[src/rtl/fpu_sc_pkg.sv]
// Shared types and constants for the FPU special-case detector.
package fpu_sc_pkg;

   // Exponent field widths for the two supported operand formats.
   localparam int EXP_W_32 = 8;
   localparam int EXP_W_64 = 11;

   // Special-case outcome codes consumed by select_result.
   typedef enum logic [2:0] {
      EXC_NONE    = 3'd0,
      EXC_INVALID = 3'd1,
      EXC_COPY_A  = 3'd2,
      EXC_COPY_B  = 3'd3,
      EXC_INF     = 3'd4,
      EXC_ZERO    = 3'd5,
      EXC_DIV0    = 3'd6
   } exc_code_e;

   // Operand classes.
   typedef enum logic [2:0] {
      CLS_ZERO,
      CLS_SUB,
      CLS_NORM,
      CLS_INF,
      CLS_QNAN,
      CLS_SNAN
   } fp_class_e;

   typedef enum logic [1:0] {
      OP_ADD = 2'd0,
      OP_SUB = 2'd1,
      OP_MUL = 2'd2,
      OP_DIV = 2'd3
   } fpu_op_e;

   // Exponent width for a given operand width.
   function automatic int exp_w_for(input int width);
      return (width == 64) ? EXP_W_64 : EXP_W_32;
   endfunction

endpackage

[src/rtl/fpu_special_case_detect_classify.sv]
// Combinational IEEE-754 operand classifier; works on the magnitude only.
module fp_classify
   import fpu_sc_pkg::*;
#(
   parameter int WIDTH = 32,
   parameter int EXP_W = 8,
   parameter int MAN_W = WIDTH - EXP_W - 1
) (
   input  logic [WIDTH-2:0] magnitude,
   output fp_class_e        cls
);

   logic [EXP_W-1:0] exp_field;
   logic [MAN_W-1:0] man_field;

   assign exp_field = magnitude[WIDTH-2 -: EXP_W];
   assign man_field = magnitude[MAN_W-1:0];

   // Decode the class from the exponent and mantissa fields.
   always_comb begin
      if (exp_field == '0) begin
         cls = (man_field == '0) ? CLS_ZERO : CLS_SUB;
      end else if (&exp_field) begin
         if (man_field == '0)         cls = CLS_INF;
         else if (man_field[MAN_W-1]) cls = CLS_QNAN;
         else                         cls = CLS_SNAN;
      end else begin
         cls = CLS_NORM;
      end
   end

endmodule

[src/rtl/fpu_special_case_detect.sv]
// Two-stage operand classifier resolving the special-case code for select_result.
module fpu_special_case_detect
   import fpu_sc_pkg::*;
#(
   parameter int WIDTH = 32,
   parameter int EXP_W = exp_w_for(WIDTH),
   parameter int MAN_W = WIDTH - EXP_W - 1
) (
   input  logic             clk,
   input  logic             rst,
   input  logic             in_valid,
   output logic             in_ready,
   input  logic [1:0]       op,
   input  logic [WIDTH-1:0] a,
   input  logic [WIDTH-1:0] b,
   output logic             out_valid,
   input  logic             out_ready,
   output logic [2:0]       exception_flag,
   output logic             sign_a,
   output logic             sign_b,
   output logic [WIDTH-2:0] copied_operand,
   input  logic             clr_flags,
   output logic             flag_invalid,
   output logic             flag_divzero
);

   // Mantissa MSB position within the sign-less operand; OR-ing it in quiets a NaN.
   localparam logic [WIDTH-2:0] QUIET_BIT = {{EXP_W{1'b0}}, 1'b1, {(MAN_W-1){1'b0}}};

   logic             s1_valid;
   logic [WIDTH-1:0] s1_a;
   logic [WIDTH-1:0] s1_b;
   fpu_op_e          s1_op;
   fp_class_e        s1_cls_a;
   fp_class_e        s1_cls_b;
   fp_class_e        cls_a;
   fp_class_e        cls_b;
   logic             s2_ready;
   logic             eff_sign_b;
   exc_code_e        code_d;
   logic [WIDTH-2:0] copied_d;

   assign s2_ready = !out_valid || out_ready;
   assign in_ready = !s1_valid || s2_ready;

   fp_classify #(.WIDTH(WIDTH), .EXP_W(EXP_W), .MAN_W(MAN_W)) u_cls_a (
      .magnitude (a[WIDTH-2:0]),
      .cls       (cls_a)
   );

   fp_classify #(.WIDTH(WIDTH), .EXP_W(EXP_W), .MAN_W(MAN_W)) u_cls_b (
      .magnitude (b[WIDTH-2:0]),
      .cls       (cls_b)
   );

   // Stage 1 occupancy: refills or empties whenever it may advance.
   always_ff @(posedge clk) begin
      // NOTE: sequential state uses non-blocking assignment so every register samples pre-edge values.
      if (rst)           s1_valid <= 1'b0;
      else if (in_ready) s1_valid <= in_valid;
   end

   // Stage 1 payload capture on an accepted beat.
   always_ff @(posedge clk) begin
      // NOTE: payload registers are left unreset; s1_valid alone decides whether they mean anything.
      if (in_valid && in_ready) begin
         s1_a     <= a;
         s1_b     <= b;
         s1_op    <= fpu_op_e'(op);
         s1_cls_a <= cls_a;
         s1_cls_b <= cls_b;
      end
   end

   assign eff_sign_b = s1_b[WIDTH-1] ^ (s1_op == OP_SUB);

   // Resolve the special-case code; priority follows the if/else order.
   always_comb begin
      // NOTE: default first so every path assigns code_d and no latch is inferred.
      code_d = EXC_NONE;
      if (s1_cls_a == CLS_SNAN || s1_cls_b == CLS_SNAN) begin
         code_d = EXC_INVALID;
      end else if (s1_cls_a == CLS_QNAN) begin
         code_d = EXC_COPY_A;
      end else if (s1_cls_b == CLS_QNAN) begin
         code_d = EXC_COPY_B;
      end else begin
         case (s1_op)
            OP_ADD, OP_SUB: begin
               if (s1_cls_a == CLS_INF && s1_cls_b == CLS_INF && (s1_a[WIDTH-1] != eff_sign_b))
                  code_d = EXC_INVALID;
               else if (s1_cls_a == CLS_INF) code_d = EXC_COPY_A;
               else if (s1_cls_b == CLS_INF) code_d = EXC_COPY_B;
            end
            OP_MUL: begin
               if ((s1_cls_a == CLS_ZERO && s1_cls_b == CLS_INF) ||
                   (s1_cls_a == CLS_INF  && s1_cls_b == CLS_ZERO))
                  code_d = EXC_INVALID;
               else if (s1_cls_a == CLS_INF  || s1_cls_b == CLS_INF)  code_d = EXC_INF;
               else if (s1_cls_a == CLS_ZERO || s1_cls_b == CLS_ZERO) code_d = EXC_ZERO;
            end
            default: begin // OP_DIV
               if ((s1_cls_a == CLS_ZERO && s1_cls_b == CLS_ZERO) ||
                   (s1_cls_a == CLS_INF  && s1_cls_b == CLS_INF))
                  code_d = EXC_INVALID;
               else if (s1_cls_a == CLS_INF)  code_d = EXC_INF;
               else if (s1_cls_b == CLS_INF)  code_d = EXC_ZERO;
               else if (s1_cls_b == CLS_ZERO) code_d = EXC_DIV0;
               else if (s1_cls_a == CLS_ZERO) code_d = EXC_ZERO;
            end
         endcase
      end
   end

   // Pass-through operand (quieted) for the copy codes, zero otherwise.
   always_comb begin
      copied_d = '0;
      if (code_d == EXC_COPY_A)      copied_d = s1_a[WIDTH-2:0] | QUIET_BIT;
      else if (code_d == EXC_COPY_B) copied_d = s1_b[WIDTH-2:0] | QUIET_BIT;
   end

   // Stage 2 output register; holds while stalled by out_ready.
   always_ff @(posedge clk) begin
      if (rst) begin
         out_valid      <= 1'b0;
         exception_flag <= EXC_NONE;
         sign_a         <= 1'b0;
         sign_b         <= 1'b0;
         copied_operand <= '0;
      end else if (s2_ready) begin
         out_valid <= s1_valid;
         if (s1_valid) begin
            exception_flag <= code_d;
            sign_a         <= s1_a[WIDTH-1];
            sign_b         <= eff_sign_b;
            copied_operand <= copied_d;
         end
      end
   end

   // Sticky status flags: set by a delivered beat, cleared on request, set wins.
   always_ff @(posedge clk) begin
      if (rst) begin
         flag_invalid <= 1'b0;
         flag_divzero <= 1'b0;
      end else begin
         if (out_valid && out_ready && exception_flag == EXC_INVALID) flag_invalid <= 1'b1;
         else if (clr_flags)                                          flag_invalid <= 1'b0;
         if (out_valid && out_ready && exception_flag == EXC_DIV0)    flag_divzero <= 1'b1;
         else if (clr_flags)                                          flag_divzero <= 1'b0;
      end
   end

endmodule

[config.mk]
export PLATFORM = sky130hd
export DESIGN_NAME = fpu_special_case_detect
export DESIGN_NICKNAME = d
export VERILOG_FILES = /design/src/rtl/fpu_sc_pkg.sv /design/src/rtl/fpu_special_case_detect_classify.sv /design/src/rtl/fpu_special_case_detect.sv
export SDC_FILE = /design/constraint.sdc
export NUM_CORES = 1
export LEC_CHECK = 0
export ABC_AREA = 1
export CAP_MARGIN = 40
export CORE_MARGIN = 5
export CORE_UTILIZATION = 54
export DETAILED_ROUTE_END_ITERATION = 12
export GPL_TIMING_DRIVEN = 0
export PLACE_DENSITY = 0.95
export SYNTH_ARGS = -nofsm -noshare
export SYNTH_HDL_FRONTEND = slang
export SYNTH_SLANG_ARGS = --single-unit
[constraint.sdc]
create_clock -name clk -period 4.9 [get_ports clk]
set_input_delay 0.98 -clock clk [delete_from_list [all_inputs] [get_ports clk]]
set_output_delay 0.98 -clock clk [all_outputs]
set_load 0.03 [all_outputs]
==> results of run 1 <==
-- through the flow --
| stage | hold WS, ps | util (%) | cells |
|---|---|---|---|
| after global routing | 492.2 | 71.71 | 721 |
| after global placement | 449.2 | 69.20 | 704 |
| after CTS | 469.2 | 71.71 | 721 |
| after detailed placement | 454.6 | 69.43 | 705 |
| final | 471.0 | 71.71 | 721 |
| after floorplan | 499.2 | - | 487 |
-- kinds of logic after synthesis --
kind of cell,after synthesis,share of synthesized area [%]
flops,110,60.37
buf+inv,79,8.066
compound gates,21,2.941
simple gates,277,28.62
-- worst min-delay path: stages (launching register included) --
cell and delay (ps):
dfxtp_1 320, nand2_1 60, a21oi_1 50
-- sequential cells by signal, indices dropped and copies added (netlist names) --
name,flops
s1_valid,1
s1_a,31
flag_invalid,1
s1_b,31
sign_a,1
copied_operand,31
exception_flag,3
out_valid,1
s1_cls_b,3
sign_b,1
flag_divzero,1
s1_op,2
s1_cls_a,3
-- layer usage --
metal	part of all wire, %	track usage (%)	routed length (um)
met4	1.9	7.678	226
met1	38	26.12	4638
met3	9.1	6.269	1100
met5	0	0	0
met2	51	39.05	6169
-- layout make-up --
class / count / area [um^2]
timing repair buffer: 110 / 1111
clock buffer: 12 / 145.1
multi-input combinational: 298 / 1518
inverter: 56 / 210.2
clock inverter: 4 / 53.80
fill: 634 / 2467
sequential: 110 / 2903
tap: 108 / 135.1
buffer: 23 / 177.7
-- power by group through the flow --
stage	Sequential, W	Combinational, W	Clock [W]
finish	0.00107	0.000328	0.000551
global route	0.00107	0.000355	0.000587
CTS	0.00107	0.000327	0.000555
floorplan	0.00112	0.000137	0
detailed placement	0.00109	0.000324	0
global placement	0.00109	0.000310	0
-- worst min-delay path by stage --
stage	from	to	slack [ps]	cells past startpoint
3_3_place_gp	flag_invalid$_SDFFE_PP0P_	flag_invalid$_SDFFE_PP0P_	450	2
2_1_floorplan	s1_a[31]$_DFFE_PP_	sign_a$_SDFFE_PP0P_	500	2
3_5_place_dp	flag_divzero$_SDFFE_PP0P_	flag_divzero$_SDFFE_PP0P_	450	2
5_1_grt	flag_divzero$_SDFFE_PP0P_	flag_divzero$_SDFFE_PP0P_	490	2
4_1_cts	flag_divzero$_SDFFE_PP0P_	flag_divzero$_SDFFE_PP0P_	470	2
6_report	flag_divzero$_SDFFE_PP0P_	flag_divzero$_SDFFE_PP0P_	470	2
-- placed cells by master (no fill, tap or decap), drive strengths merged, types with 2 or more instances in the layout --
| cell type | count |
|---|---|
| clkinvlp | 2 |
| a21oi | 12 |
| nor2 | 80 |
| nand3b | 2 |
| clkbuf | 18 |
| edfxtp | 70 |
| nand4 | 7 |
| o21ai | 5 |
| nand2 | 66 |
| buf | 18 |
| nor3 | 2 |
| inv | 57 |
| dfxtp | 40 |
| nor4 | 13 |
| clkdlybuf4s50 | 109 |
| nand3 | 106 |
==> results_dict.tcl, run 1 <==
set metrics [dict create \
    crit_type "input port to output pin" \
    numCtsBuffers 9 \
    grt.total_usage_pct 22.31 \
    io_buffers 109 \
    relSlewSlack_pct 55.71 \
    max_stage_delay_ps 690 \
    post_cts_buffers 0 \
    tightest_slew_ps 663.3 \
    rsz0062_at_grt "false" \
    grt_pass1_wl_um 19560 \
    core-area_um2 8721 \
    dp_hpwl_um 9162 \
    grt_remaining_overflow 0 \
    power_w 0.001947 \
    p_per_area_nw_per_um2 311.4 \
    yosys_warnings 0 \
    net-switching-power_w 0.0005105 \
    yosysSeqAreaShare_pct 60.37 \
    swShare_pct 26.22 \
    post-route-period-util_pct 67.08 \
    setup_viol 0 \
    hold_path_class "register to register" \
    antenna_found_initial 0 \
    cts_tree "yes" \
    cp.buffers_inverters 3 \
    critPathArrivalTime_ps 2310 \
    critPathSlowestCell "clkdlybuf4s50_1" \
    synthCells 487 \
    ys_async_sr_fraction_pct 0 \
    die_x_um 104.4 \
    p_seq_share_pct 54.9 \
    cp-start-kind "input port" \
    fin_ws_ps 1613 \
    syn_area_um2 4808 \
    crit_path_frequent_cell "clkdlybuf4s50_1" \
    synth_cell_types 30 \
    ys_ff_latch 110 \
    die_area_um2 10890 \
    maxCapViolCount 0 \
    finalInstanceArea_um2 6254 \
    path_clk_slew_ps 100 \
    start_util_pct 55.14 \
    crit_chain "clkdlybuf4s50_1 > inv_1 > nand3_1 > clkdlybuf4s50_1" \
    syn_avg_cell_area_um2 9.873 \
    detail_route.vias_per_cell 5.537 \
    cp.depth 4 \
    fmax_mhz 304.2 \
    cts_resized 0 \
    end_kind "output pin" \
    place_worst_setup_slack_ps 1617 \
    period_needed_ps 3287 \
    final_max_slew_viol_count 0 \
    p_leak_nw 2.448 \
    cp-endpoint "in_ready" \
    status "finished clean" \
    drc 0 \
    ios 111 \
    hold_buffers 0 \
    p_int_w 0.001437 \
    gp_congestion 0.8523 \
    netlist_top_cells_count "85 x nand3_1, 77 x nor2_1, 70 x edfxtp_1" \
    comb_power_share_pct 16.9 \
    grt_pass1_vias 4168 \
    synth_top_area_share_pct 43.72 \
    fin_setup_tns_ps 0 \
    synth_edf_count 70 \
    synth_nets 558 \
    reg2regPathDepth 8 \
    first_pass_iters 7 \
    insertion_delay_ps 360 \
    drive_gt1_share_pct 10.11 \
    cts_root_buffer "clkbuf_8" \
    crit_fanout 3 \
    drt_iter0_markers 252 \
    crit_path_start "out_ready" \
    dpl-instance-area_um2 6055 \
    reg2reg_to "copied_operand[29]$_SDFFE_PP0P_" \
    fp.dieH_um 104.4 \
    skew_ps 10.37 \
    cts_max_path_buffers 2 \
    synthFlopType "edfxtp_1" \
    clock-sinks 110 \
    r2r_setup_slack_ps 2850 \
    num_vias 3992 \
    htree_levels 3 \
    diodes 0 \
    ys_top_cells_by_area "edfxtp_1 44%, dfxtp_1 17%, nand3_1 8.8%" \
    peakVddDrop_v 0.0002162 \
    rows 34 \
    cp_top_family "buffers and inverters" \
    rr_startpoint "out_valid$_SDFFE_PP0P_" \
    clock_power_share_pct 28.3 \
    area_delta_synth_final_pct 30.05 \
    yosys.area.top_type "edfxtp_1" \
    wl_per_cell_um 16.83 \
    grt_start_max_net_pins 40 \
    routed_wl_um 12140 \
    hold_violations 0 \
    nets 679 \
    synth_most_common_cell "nand3_1" \
    ant_nets 0 \
    cp.required_ps 3920 \
]
No activity file was read; power rests on OpenSTA's default activity.
==> run 2, diff against run 1 <==
--- a/config.mk
+++ b/config.mk
@@ -8,10 +8,10 @@
 export ABC_AREA = 1
 export CAP_MARGIN = 40
 export CORE_MARGIN = 5
-export CORE_UTILIZATION = 54
+export CORE_UTILIZATION = 50
 export DETAILED_ROUTE_END_ITERATION = 12
 export GPL_TIMING_DRIVEN = 0
-export PLACE_DENSITY = 0.95
+export PLACE_DENSITY = 0.92
 export SYNTH_ARGS = -nofsm -noshare
 export SYNTH_HDL_FRONTEND = slang
 export SYNTH_SLANG_ARGS = --single-unit
==> constraint.sdc (replaced) <==
create_clock -name clk -period 3.3 [get_ports clk]
set_input_delay 0.66 -clock clk [delete_from_list [all_inputs] [get_ports clk]]
set_output_delay 0.66 -clock clk [all_outputs]
set_load 0.03 [all_outputs]
==> results_dict.tcl, run 2 (synthesized netlist as in run 1, its figures left out) <==
set metrics [dict create \
    fin_ws_ps 655.3 \
    cp_top_family "buffers and inverters" \
    power_w 0.002857 \
    grt_remaining_overflow 0 \
    place_worst_setup_slack_ps 450.3 \
    dp_hpwl_um 9066 \
    numCtsBuffers 9 \
    r2r_setup_slack_ps 1280 \
    io_buffers 109 \
    final_util_pct 67.26 \
    crit_chain "clkdlybuf4s50_1 > inv_1 > nand3_1 > clkdlybuf4s50_1" \
    peakVddDrop_v 0.0002624 \
    cts_tree "yes" \
    end_kind "output pin" \
    skew_ps 17.88 \
    clock-sinks 110 \
    critPathArrivalTime_ps 1980 \
    cts_root_buffer "clkbuf_8" \
    finalInstanceArea_um2 6274 \
    maxCapViolCount 0 \
    drc 0 \
    ios 111 \
    detail_route.vias_per_cell 5.209 \
    cts_resized 0 \
    first_pass_iters 5 \
    period_needed_ps 2645 \
    num_vias 3865 \
    ant_nets 0 \
    grt_pass1_vias 3952 \
    post_cts_buffers 0 \
    die_x_um 108.1 \
    drive_gt1_share_pct 10.44 \
    rsz0062_at_grt "false" \
    crit_type "input port to output pin" \
    cts_max_path_buffers 2 \
    insertion_delay_ps 370 \
    relSlewSlack_pct 58.29 \
    hold_violations 0 \
    final_common_cell "clkdlybuf4s50_1" \
    gp_congestion 0.8626 \
    final_max_slew_viol_count 0 \
    p_per_area_nw_per_um2 455.4 \
    rows 35 \
    max_stage_delay_ps 690 \
    crit_fanout 3 \
    cp-start-kind "input port" \
    start_util_pct 51.55 \
    drt_iter0_markers 229 \
    top_regs "copied_operand x31, s1_a x31, s1_b x31" \
    layout_common_cells "109 x clkdlybuf4s50_1, 85 x nand3_1, 77 x nor2_1" \
    dpl-instance-area_um2 6081 \
    wl_per_cell_um 16.06 \
    routed_wl_um 11920 \
    fp.dieH_um 108.1 \
    setup_viol 0 \
    critPathSlowestCell "clkdlybuf4s50_1" \
    core-area_um2 9328 \
    htree_levels 3 \
    p_leak_nw 2.456 \
    path_clk_slew_ps 100 \
    grt_start_max_net_pins 42 \
    fmax_mhz 378.1 \
    area_delta_synth_final_pct 30.47 \
    post-route-period-util_pct 80.14 \
    diodes 0 \
    hold_buffers 0 \
    nets 679 \
    cp.buffers_inverters 3 \
    cp.required_ps 2640 \
    status "finished clean" \
    crit_path_frequent_cell "clkdlybuf4s50_1" \
    grt_pass1_wl_um 18550 \
    grt.total_usage_pct 20.58 \
    antenna_found_initial 0 \
    die_area_um2 11680 \
    hold_path_class "register to register" \
    tightest_slew_ps 624.8 \
]
## run 2: cell type report
type                    count  area (um^2)
flip-flops and latches    110         2903
multi-input cells         298         1518
clock buffers              10        137.6
plain buffers              23        177.7
repair buffers            110         1111
well taps                 129        161.4
clock inverters             6        55.05
inverters                  56        210.2
fillers                   730         3054
## run 2: path summary, 6_finish.rpt
path                                   startpoint                         endpoint  cells past startpoint
setup reg to reg           out_valid$_SDFFE_PP0P_   copied_operand[6]$_SDFFE_PP0P_                      8
setup / recovery                        out_ready                         in_ready                      4
hold reg to reg   copied_operand[22]$_SDFFE_PP0P_  copied_operand[22]$_SDFFE_PP0P_                      2
hold / removal    copied_operand[22]$_SDFFE_PP0P_  copied_operand[22]$_SDFFE_PP0P_                      2
## run 2: power breakdown
| part | internal [W] | switching [W] | total, W |
|---|---|---|---|
| clock network | 0.000310 | 0.000477 | 0.000788 |
| registers | 0.00155 | 0.0000368 | 0.00158 |
| logic | 0.000210 | 0.000275 | 0.000485 |
| total | 0.00207 | 0.000789 | 0.00286 |
## run 2: per-stage QoR
step / hold WS, ps / cells / TNS, ps
floorplan: 499.2 / 487 / 0
global placement: 451.4 / 725 / -20350
detailed placement: 456.9 / 726 / 0
CTS: 471.9 / 742 / 0
global route: 511.9 / 742 / 0
finish: 471.4 / 742 / 0
## run 2: layer usage
layer / share of wire (%) / vias up / GRT usage (%)
met4: 0.76 / 0 / 5.140
met2: 52 / 150 / 37.39
met3: 8.4 / 7 / 4.776
met5: 0 / - / 0
met1: 39 / 1821 / 24.61
li1: - / 1887 / -
## run 2: worst min-delay path, cell delays in order, from the launching register on
cell and delay, ps:
dfxtp_1 320, nand2_1 60, a21oi_1 50
==> run 3, diff against run 2 <==
==> constraint.sdc (replaced) <==
create_clock -name clk -period 2.5 [get_ports clk]
set_input_delay 0.5 -clock clk [delete_from_list [all_inputs] [get_ports clk]]
set_output_delay 0.5 -clock clk [all_outputs]
set_load 0.03 [all_outputs]
==> results_dict.tcl, run 3 (synthesized netlist as in run 1, its figures left out) <==
set metrics [dict create \
    p_per_area_nw_per_um2 618.7 \
    insertion_delay_ps 370 \
    status "finished clean" \
    critPathArrivalTime_ps 1810 \
    area_delta_synth_final_pct 31.20 \
    use_met2_pct 34.68 \
    grt_remaining_overflow 0 \
    grt_start_max_net_pins 40 \
    cp.buffers_inverters 3 \
    drt_iter0_markers 167 \
    end_kind "output pin" \
    post_cts_buffers 0 \
    relSlewSlack_pct 55.29 \
    max_stage_delay_ps 670 \
    final_util_pct 67.63 \
    antenna_found_initial 0 \
    tightest_slew_ps 669.3 \
    detail_route.vias_per_cell 5.225 \
    drive_gt1_share_pct 10.44 \
    final_max_slew_viol_count 0 \
    period_needed_ps 2314 \
    die_x_um 108.1 \
    layout_common_cells "109 x clkdlybuf4s50_1, 84 x nand3_1, 77 x nor2_1" \
    wl_per_cell_um 15.56 \
    cp-start-kind "input port" \
    critPathSlowestCell "clkdlybuf4s50_1" \
    cts_resized 0 \
    fp.dieH_um 108.1 \
    grt_pass1_vias 3868 \
    cp.required_ps 2000 \
    numCtsBuffers 9 \
    crit_path_frequent_cell "clkdlybuf4s50_1" \
    cts_root_buffer "clkbuf_8" \
    cp_top_family "buffers and inverters" \
    top_usage_layer "met2" \
    instances_no_fill 742 \
    grt_pass1_wl_um 18160 \
    rsz0062_at_grt "false" \
    rows 35 \
    num_vias 3877 \
    drc 0 \
    skew_ps 16.01 \
    final_common_cell "clkdlybuf4s50_1" \
    maxCapViolCount 0 \
    diodes 0 \
    first_pass_iters 5 \
    dp.cells 726 \
    hold_buffers 0 \
    gp_congestion 0.8610 \
    ios 111 \
    hold_violations 0 \
    peakVddDrop_v 0.0004116 \
    cts_tree "yes" \
    setup_viol 0 \
    use_met1_pct 24.97 \
    crit_chain "clkdlybuf4s50_1 > inv_1 > nand3_2 > clkdlybuf4s50_1" \
    dp_hpwl_um 8764 \
    n_fill_cell 693 \
    core-area_um2 9328 \
    io_buffers 109 \
    hold_path_class "register to register" \
    crit_type "input port to output pin" \
    htree_levels 3 \
    post-route-period-util_pct 92.56 \
    die_area_um2 11680 \
    grt.total_usage_pct 20.11 \
    routed_wl_um 11550 \
    crit_fanout 3 \
    path_clk_slew_ps 110 \
    top_regs "copied_operand x31, s1_a x31, s1_b x31" \
    fmax_mhz 432.2 \
    nets 679 \
    cts_max_path_buffers 2 \
    p_leak_nw 2.462 \
    grtUsageMet3_pct 4.657 \
    ant_nets 0 \
    start_util_pct 51.55 \
    clock-sinks 110 \
    hold_slack_ps 467.4 \
]
==> run 3: report_power, final <==
part	internal, W	switching, W
Clock	0.000569	0.000607
Combinational	0.000277	0.000358
Sequential	0.00204	0.0000496
==> run 3: layer usage <==
metal  vias to the layer above  share of wire [%]
li1                       1888                  -
met1                      1797                 40
met2                       171                 50
met3                        21                8.2
met4                         0                1.5
met5                         -                  0
==> run 3: final timing paths <==
| path | from | endpoint | slack, ps | depth (start not counted) |
|---|---|---|---|---|
| worst max-delay path | out_ready | in_ready | 190 | 4 |
| worst min-delay path | flag_divzero$_SDFFE_PP0P_ | flag_divzero$_SDFFE_PP0P_ | 470 | 2 |
| worst max register to register | out_valid$_SDFFE_PP0P_ | copied_operand[7]$_SDFFE_PP0P_ | 500 | 8 |
| worst min register to register | flag_divzero$_SDFFE_PP0P_ | flag_divzero$_SDFFE_PP0P_ | 470 | 2 |
==> run 3: stage by stage <==
step	total power [W]	setup TNS [ps]	cell area, um^2	setup WS [ps]
global placement	0.002740	-35320	6070	-461.4
detailed placement	0.002764	-4492	6090	-143.8
global route	0.004055	0	6309	4.006
finish	0.003903	0	6309	186.1
floorplan	0.002472	0	4817	82.64
CTS	0.003906	0	6309	188.4
==> run 3: area by class of cell <==
class / instances / area, um^2 / area share, %
clock buffer: 9 / 123.9 / 1.964
timing repair buffer: 110 / 1111 / 17.61
buffer: 23 / 177.7 / 2.816
tap: 129 / 161.4 / 2.559
clock inverter: 7 / 95.09 / 1.507
multi-input combinational: 298 / 1523 / 24.14
sequential: 110 / 2903 / 46.01
inverter: 56 / 214.0 / 3.392
==> run 3: worst reg2reg max path, cell delays in order (launching register included) <==
cell,delay (ps)
dfxtp_1,360
nand2_1,90
nand2_1,170
inv_1,160
clkbuf_1,390
buf_1,450
nand3_1,160
nand2_1,90
inv_1,40
